**src/rtl/fifo_main_pkg.sv**
```systemverilog
// Shared FIFO geometry and default flag thresholds, reused by the FIFOs in the switch.
package fifo_main_pkg;
  localparam int DFLT_DATA_WIDTH = 6;
  localparam int DFLT_ADDR_WIDTH = 2;
  localparam int DFLT_DEPTH      = 1 << DFLT_ADDR_WIDTH;
  localparam int DFLT_AF_THRESH  = 3;
  localparam int DFLT_AE_THRESH  = 1;
endpackage

```
**src/rtl/fifo_ram.sv**
```systemverilog
// DEPTH x DATA_WIDTH storage: synchronous write, registered synchronous read.
module fifo_ram
  import fifo_main_pkg::*;
#(
  parameter int DATA_WIDTH = DFLT_DATA_WIDTH,
  parameter int ADDR_WIDTH = DFLT_ADDR_WIDTH
) (
  input  logic                  clk,
  input  logic                  reset_L,
  input  logic                  wr_en,
  input  logic [ADDR_WIDTH-1:0] wr_addr,
  input  logic [DATA_WIDTH-1:0] wr_data,
  input  logic                  rd_en,
  input  logic [ADDR_WIDTH-1:0] rd_addr,
  output logic [DATA_WIDTH-1:0] rd_data
);

  logic [DATA_WIDTH-1:0] mem [1 << ADDR_WIDTH];

  always_ff @(posedge clk) begin
    if (wr_en) mem[wr_addr] <= wr_data;
  end

  // Only the output register is reset; array contents survive reset.
  always_ff @(posedge clk or negedge reset_L) begin
    if (!reset_L)   rd_data <= '0;
    else if (rd_en) rd_data <= mem[rd_addr];
  end

endmodule

```
**src/rtl/fifo_main.sv**
```systemverilog
// Synchronous FIFO: self-generated pointers, occupancy count, level flags and sticky error.
module fifo_main
  import fifo_main_pkg::*;
#(
  parameter int DATA_WIDTH = DFLT_DATA_WIDTH,
  parameter int ADDR_WIDTH = DFLT_ADDR_WIDTH,
  parameter int AF_THRESH  = DFLT_AF_THRESH,
  parameter int AE_THRESH  = DFLT_AE_THRESH
) (
  input  logic                  clk,
  input  logic                  reset_L,
  input  logic                  push,
  input  logic [DATA_WIDTH-1:0] data_in,
  input  logic                  pop,
  output logic [DATA_WIDTH-1:0] data_out,
  output logic                  valid_out,
  output logic [ADDR_WIDTH:0]   count,
  output logic                  full,
  output logic                  empty,
  output logic                  almost_full,
  output logic                  almost_empty,
  output logic                  fifo_error
);

  localparam int DEPTH = 1 << ADDR_WIDTH;

  logic [ADDR_WIDTH-1:0] wr_ptr, rd_ptr;
  logic                  pop_acc, push_acc;

  // A push into a full FIFO is legal only when a pop frees a slot on the same edge.
  assign pop_acc  = pop && !empty;
  assign push_acc = push && (!full || pop_acc);

  assign full         = (count == (ADDR_WIDTH+1)'(DEPTH));
  assign empty        = (count == '0);
  assign almost_full  = (count >= (ADDR_WIDTH+1)'(AF_THRESH));
  assign almost_empty = (count <= (ADDR_WIDTH+1)'(AE_THRESH));

  always_ff @(posedge clk or negedge reset_L) begin
    if (!reset_L) begin
      wr_ptr     <= '0;
      rd_ptr     <= '0;
      count      <= '0;
      valid_out  <= 1'b0;
      fifo_error <= 1'b0;
    end else begin
      if (push_acc) wr_ptr <= wr_ptr + 1'b1;
      if (pop_acc)  rd_ptr <= rd_ptr + 1'b1;
      case ({push_acc, pop_acc})
        2'b10:   count <= count + 1'b1;
        2'b01:   count <= count - 1'b1;
        default: count <= count;
      endcase
      valid_out <= pop_acc;
      if ((push && !push_acc) || (pop && !pop_acc)) fifo_error <= 1'b1;
    end
  end

  fifo_ram #(
    .DATA_WIDTH (DATA_WIDTH),
    .ADDR_WIDTH (ADDR_WIDTH)
  ) u_ram (
    .clk     (clk),
    .reset_L (reset_L),
    .wr_en   (push_acc),
    .wr_addr (wr_ptr),
    .wr_data (data_in),
    .rd_en   (pop_acc),
    .rd_addr (rd_ptr),
    .rd_data (data_out)
  );

endmodule

```
**config.mk**
```make
export PLATFORM = sky130hd
export DESIGN_NAME = fifo_main
export DESIGN_NICKNAME = d
export VERILOG_FILES = /design/src/rtl/fifo_main_pkg.sv /design/src/rtl/fifo_ram.sv /design/src/rtl/fifo_main.sv
export SDC_FILE = /design/constraint.sdc
export NUM_CORES = 1
export LEC_CHECK = 0
export ABC_CLOCK_PERIOD_IN_PS = 3350
export BUFFER_PORTS_ARGS = -buffer_cell sky130_fd_sc_hd__buf_4
export CORE_AREA = 3 3 64 66
export CTS_CLUSTER_SIZE = 10
export DETAILED_ROUTE_END_ITERATION = 7
export DIE_AREA = 0 0 67 69
export PLACE_DENSITY = 0.69
export SLEW_MARGIN = 20
export SYNTH_ARGS = -nofsm -noshare
export SYNTH_HDL_FRONTEND = slang
export SYNTH_SLANG_ARGS = --single-unit
export TNS_END_PERCENT = 20
```
**constraint.sdc**
```tcl
create_clock -name clk -period 3.35 [get_ports clk]
set_input_delay 0.67 -clock clk [delete_from_list [all_inputs] [get_ports clk]]
set_output_delay 0.67 -clock clk [all_outputs]
set_load 0.02 [all_outputs]
```
[After elaboration in Yosys (flattened, before gate mapping)]
Memories as Yosys holds them, arrays and structs flattened. A register that Yosys moved wholly into a read port is not among the register bits.
Index checks and enable logic that the tools add are counted.
Word-level totals
  register bits: 9
  latch bits: 0
  memory bits (writable): 24
  ROM bits: 0
  output and inout bits: 15
  logic and storage cells: 31
  memories kept: 1
Cells by class
  add/sub/neg operators: 4
  $mul: 0
  div/mod/pow operators: 0
  order comparisons: 2
  eq/ne operators: 3
  shift-type cells: 0
  mux-type cells: 3
  bitwise operators: 0
  reduce and logical (&&, ||, !) cells: 13
Memory list
  u_ram.mem: words 4, bits a word 6, rd ports 1, clocked after Yosys merged registers in 1, write ports 1, RTL line fifo_ram.sv:18  | logic [DATA_WIDTH-1:0] mem [1 << ADDR_WIDTH];
Operators by type and width (number)
  3-bit one-hot mux with 2 select lines: 1
  1-bit zero test: 5
  2-bit by 1-bit adder with 2-bit output (second input constant): 2
  1-bit logical AND: 4
  3-bit by 1-bit adder with 3-bit output (second input constant): 1
  3-bit equality test (second input constant): 1
  3-bit by 2-bit >= comparator with 1-bit output (second input constant): 1
  3-bit by 1-bit less-or-equal comparator with 1-bit output (second input constant): 1
  3-bit zero test: 1
  3-bit by 1-bit subtractor with 3-bit output (second input constant): 1
  2-bit by 1-bit equality test with 1-bit output (second input constant): 1
  2-bit equality test (second input constant): 1
  1-bit logical OR: 2
  1-bit two-way mux: 2
  2-bit nonzero test: 1

[Logic depth before layout (Yosys ltp)]
  depth in word-level cells: 8
  depth in mapped cells: 7

[Cells and area by module]
From an unflattened synthesis, not the netlist that was laid out.
Second synthesis, totals
  cells, all modules: 109
  area total of the unflattened synthesis: 1632.8 um^2
By module, submodules not included
  fifo_ram: instances 1, cells each 62, area an instance 1132.3 um^2, sequential area each 870.8 um^2
  fifo_main: instances 1, cells each 47, area an instance 500.5 um^2, sequential area each 225.2 um^2

[Worst setup path before layout]
No wires, ideal clock.
  path kind: register to register
  from: register count[1]
  to: memory u_ram.mem[0][0] (netlist name), enable pin
  setup time: 320 ps
  arrival time: 1694 ps
  required time: 3030 ps
  setup slack: 1335 ps
  cell stages (with the launch flop): 7
  path buffers: 1
  clock period less this slack: 2015 ps
  path through: dfrtp_1 > inv_1 > ha_1 > buf_6 > and2_1 > a21boi_2 > and2_1
RTL lines
  from (decl): RTL line fifo_main.sv:17  | output logic [ADDR_WIDTH:0] count,
  from (signal assigned): RTL line fifo_main.sv:50  | 2'b10: count <= count + 1'b1;
  from (signal assigned): RTL line fifo_main.sv:51  | 2'b01: count <= count - 1'b1;
  from (signal assigned): RTL line fifo_main.sv:52  | default: count <= count;
  3-bit equality test: RTL line fifo_main.sv:34  | assign full = (count == (ADDR_WIDTH+1)'(DEPTH));
  via full: RTL line fifo_main.sv:18  | output logic full,
  1-bit zero test: RTL line fifo_main.sv:32  | assign push_acc = push && (!full || pop_acc);
  1-bit logical OR: RTL line fifo_main.sv:32
  1-bit logical AND: RTL line fifo_main.sv:32
  1-bit two-way mux: RTL line fifo_ram.sv:21  | if (wr_en) mem[wr_addr] <= wr_data;
  1-bit two-way mux (not written as such): RTL line fifo_ram.sv:21
  to (decl): RTL line fifo_ram.sv:18
The timed path passes the listed nets, and every way through them passes these cells.

[Worst setup path after layout]
  from: register count[1]
  to: output port full
Between the ends
  longest elaborated chain between the ends: 1
Ends and longest elaborated chain (RTL line)
  3-bit equality test: fifo_main.sv:34
  to (decl): fifo_main.sv:18
Every way passes these cells.

==> results.md <==
| Result | Value | Unit |
|:---|:---|:---|
| Ratio of cells with drive above 1 in the final layout | 0.3500 | - |
| Final antenna-violating net count | 0 | - |
| Synthesis warning total | 0 | - |
| Starting density of the core | 0.4852 | - |
| Critical register-to-register path startpoint | count[1] | - |
| Max Buffers Root-to-Sink | 2 | - |
| Clock insertion delay at the later pin of the skew report | 0.29 | ns |
| Count of endpoints failing hold in the final timing report | 0 | - |
| First-pass iteration count of the detailed router | 4 | - |
| Share of flip-flops with an asynchronous set or reset | 0.3846 | - |
| Horizontal die dimension | 67 | um |
| Residual overflow from global routing | 0 | - |
| Detailed Route WL | 2.879 | mm |
| DRC violation count after routing | 0 | - |
| Number of placed cells counting well taps | 180 | - |
| Ports placed on the boundary | 25 | - |
| Total half-perimeter wirelength after legalization and detailed placement | 2.129 | mm |
| Clock Skew | 0.005152 | ns |
| Fin nets | 158 | - |
| Layout overhead on the synthesized area | 16.39 | % |
| Number of synthesized flops with an enable pin | 24 | - |
| Area of the die | 4623 | um^2 |
| Min Clock Period, post-route | 2.307 | ns |
| Number of instances in the synthesized netlist | 114 | - |
| Peak fanout along the critical path | 9 | - |
| GRT Resource Usage Total | 0.1396 | - |
| Fraction of synthesized cell area taken by the top area cell type | 0.4088 | - |
| R2R Setup Slk | 1.35 | ns |
| Setup TNS | 0 | ns |
| Unrepaired setup endpoints after global routing | false | - |
| Outcome | completed | - |
| Reg2reg end | u_ram.mem[0][2] | - |
| GP Congestion | 0.8927 | - |
| Unique cell type count in the Yosys netlist | 29 | - |
| Vias in the first global route | 919 | - |
| Number of input and output port buffers inserted | 24 | - |
| Core region area | 3633 | um^2 |
| Max-cap violations | 0 | - |
| Crit start category | flop | - |
| Peak ir drop on the vdd network | 0.0003477 | V |
| Vertical die dimension | 69 | um |
| Post-synth net total | 133 | - |
| Transition time at the pin with the least slew margin | 0.4633 | ns |
| Worst R2R Path Depth | 5 | - |
| Worst hold-check path type | in2async | - |
| Finished Layout Cells | 188 | - |
| Top post-synthesis cells by count | 24 x edfxtp_1, 15 x dfrtp_1, 9 x ha_1 | - |
| Number of hold-repair buffers added at the cts stage | 0 | - |
| Final Slew Violations | 0 | - |
| Drt wl/cell | 15.31 | um |
| Most frequent cell after synthesis | edfxtp_1 | - |
| Setup crit end kind | output port | - |
| Prevailing post-synth register cell | edfxtp_1 | - |
| Post-CTS setup-driven buffer insertion count | 0 | - |
| Summed instance area of the synthesized netlist | 1763 | um^2 |
| Number of buffers created by CTS | 5 | - |
| Clock-pin slew on the worst setup and hold paths | 0.08 | ns |
| Routed vias/inst | 5.218 | - |
| Largest net degree at the start of global routing | 16 | - |
| Post-Place Cell Area | 1959 | um^2 |
| Static power due to leakage | 0.8240 | nW |
| Max-slew headroom at the worst pin | 0.6911 | - |
| Synth Area per Inst | 15.46 | um^2 |
| Data required, critical path | 2.68 | ns |
| Max frequency | 433.5 | MHz |
| Final instance area | 2052 | um^2 |
| # diodes | 0 | - |
| Ranking of synthesized cells by area | edfxtp_1 41%, dfrtp_1 21%, mux4_2 7.7% | - |
| Setup Crit Path Kind | reg2out | - |
| Flops & latches, synth | 39 | - |
| TritonCTS clock tree | done | - |
| Via count | 981 | - |
| Clock sinks | 39 | - |
| Power per cell area | 897.4 | nW/um^2 |
| 1st-iter DRT viols | 50 | - |
| Number of H-tree branching levels | 2 | - |
| First-pass GRT wire length | 4.678 | mm |
| Initial antenna violation count | 0 | - |
| Data arrival, critical path | 1.64 | ns |
| Quantity of gates resized following cts | 0 | - |
| Master cell of the clock root buffer | clkbuf_8 | - |
| Number of rows in the core area | 22 | - |
| Final worst-path cycle share | 0.6886 | - |
| Register area share after synthesis | 0.6217 | - |
| Final setup violation count | 0 | - |
| Area leader, netlist | edfxtp_1 | - |
==> kinds of logic (layout without fill, tap and decap cells) <==
| kind of cell | count (synthesis) | after routing | share of synthesized area |
|---|---|---|---|
| AOI/OAI and AO/OA | 15 | 15 | 0.05891 |
| xor gates and xnor gates | 5 | 5 | 0.02484 |
| adders and majority gates | 10 | 10 | 0.07026 |
| buffers and inverters | 14 | 40 | 0.04187 |
| DFF | 39 | 39 | 0.6217 |
| muxes | 14 | 14 | 0.1278 |
| and+or+nand+nor | 17 | 17 | 0.05464 |
==> state kept, by name, summed over array words and instances, names as in the netlist <==
signal         count
u_ram.mem         24
valid_out          1
rd_ptr             2
count              3
wr_ptr             2
fifo_error         1
u_ram.rd_data      6
==> routing by layer <==
metal	vias to the layer above	GRT usage	part of all wire
li1	461	-	-
met1	487	0.2024	0.46
met2	28	0.1910	0.47
met3	5	0.03909	0.060
met4	0	0.06757	0.016
met5	-	0	0
==> report_power, final <==
part / internal [mW] / switching (mW) / leakage, nW
registers: 0.662 / 0.123 / 0.394
logic: 0.374 / 0.368 / 0.389
clock network: 0.149 / 0.165 / 0.0408
==> worst max-delay path by stage <==
stage / startpoint / depth (start not counted) / slack, ns / to
floorplan: count[1] / 6 / 1.34 / u_ram.mem[0][0]
global placement: count[1] / 4 / 1.40 / full
detailed placement: count[0] / 5 / 1.34 / u_ram.mem[0][3]
CTS: count[1] / 4 / 1.03 / full
global route: count[1] / 4 / 0.91 / full
finish: count[1] / 4 / 1.04 / full
==> layout by cell type, fill, tap and decap left out, types with 3 or more instances in the layout <==
cell,instances
nor2_1,4
a21oi_1,3
clkbuf_8,5
xnor2_1,5
and2_1,5
mux2_2,8
edfxtp_1,24
ha_1,9
buf_4,24
mux4_2,6
o21ai_0,4
dfrtp_1,15
inv_1,8
==> critical path, cell delays in order (launching register included) <==
cell,delay [ns]
dfrtp_1,0.43
inv_1,0.18
ha_1,0.37
and2_1,0.21
buf_4,0.15
==> stage by stage <==
stage / power [mW] / worst slack (ns) / hold WS [ns] / util
2_1_floorplan: 1.324 / 1.335 / 0.3744 / -
3_3_place_gp: 1.520 / 1.401 / 0.4588 / 0.5393
3_5_place_dp: 1.545 / 1.339 / 0.4514 / 0.5393
4_1_cts: 1.863 / 1.032 / 0.2230 / 0.5647
5_1_grt: 1.966 / 0.9132 / 0.2237 / 0.5647
6_report: 1.841 / 1.043 / 0.2206 / 0.5647
==> area by class of cell <==
cell class,instances,area [um^2]
repair buffers,24,180.2
flip-flops and latches,39,1096
multi-input cells,61,593.1
clock inverters,3,23.77
well taps,48,60.06
inverters,8,30.03
fillers,311,1582
clock buffers,5,68.82
Note: power is estimated with default switching activity, not from simulation.
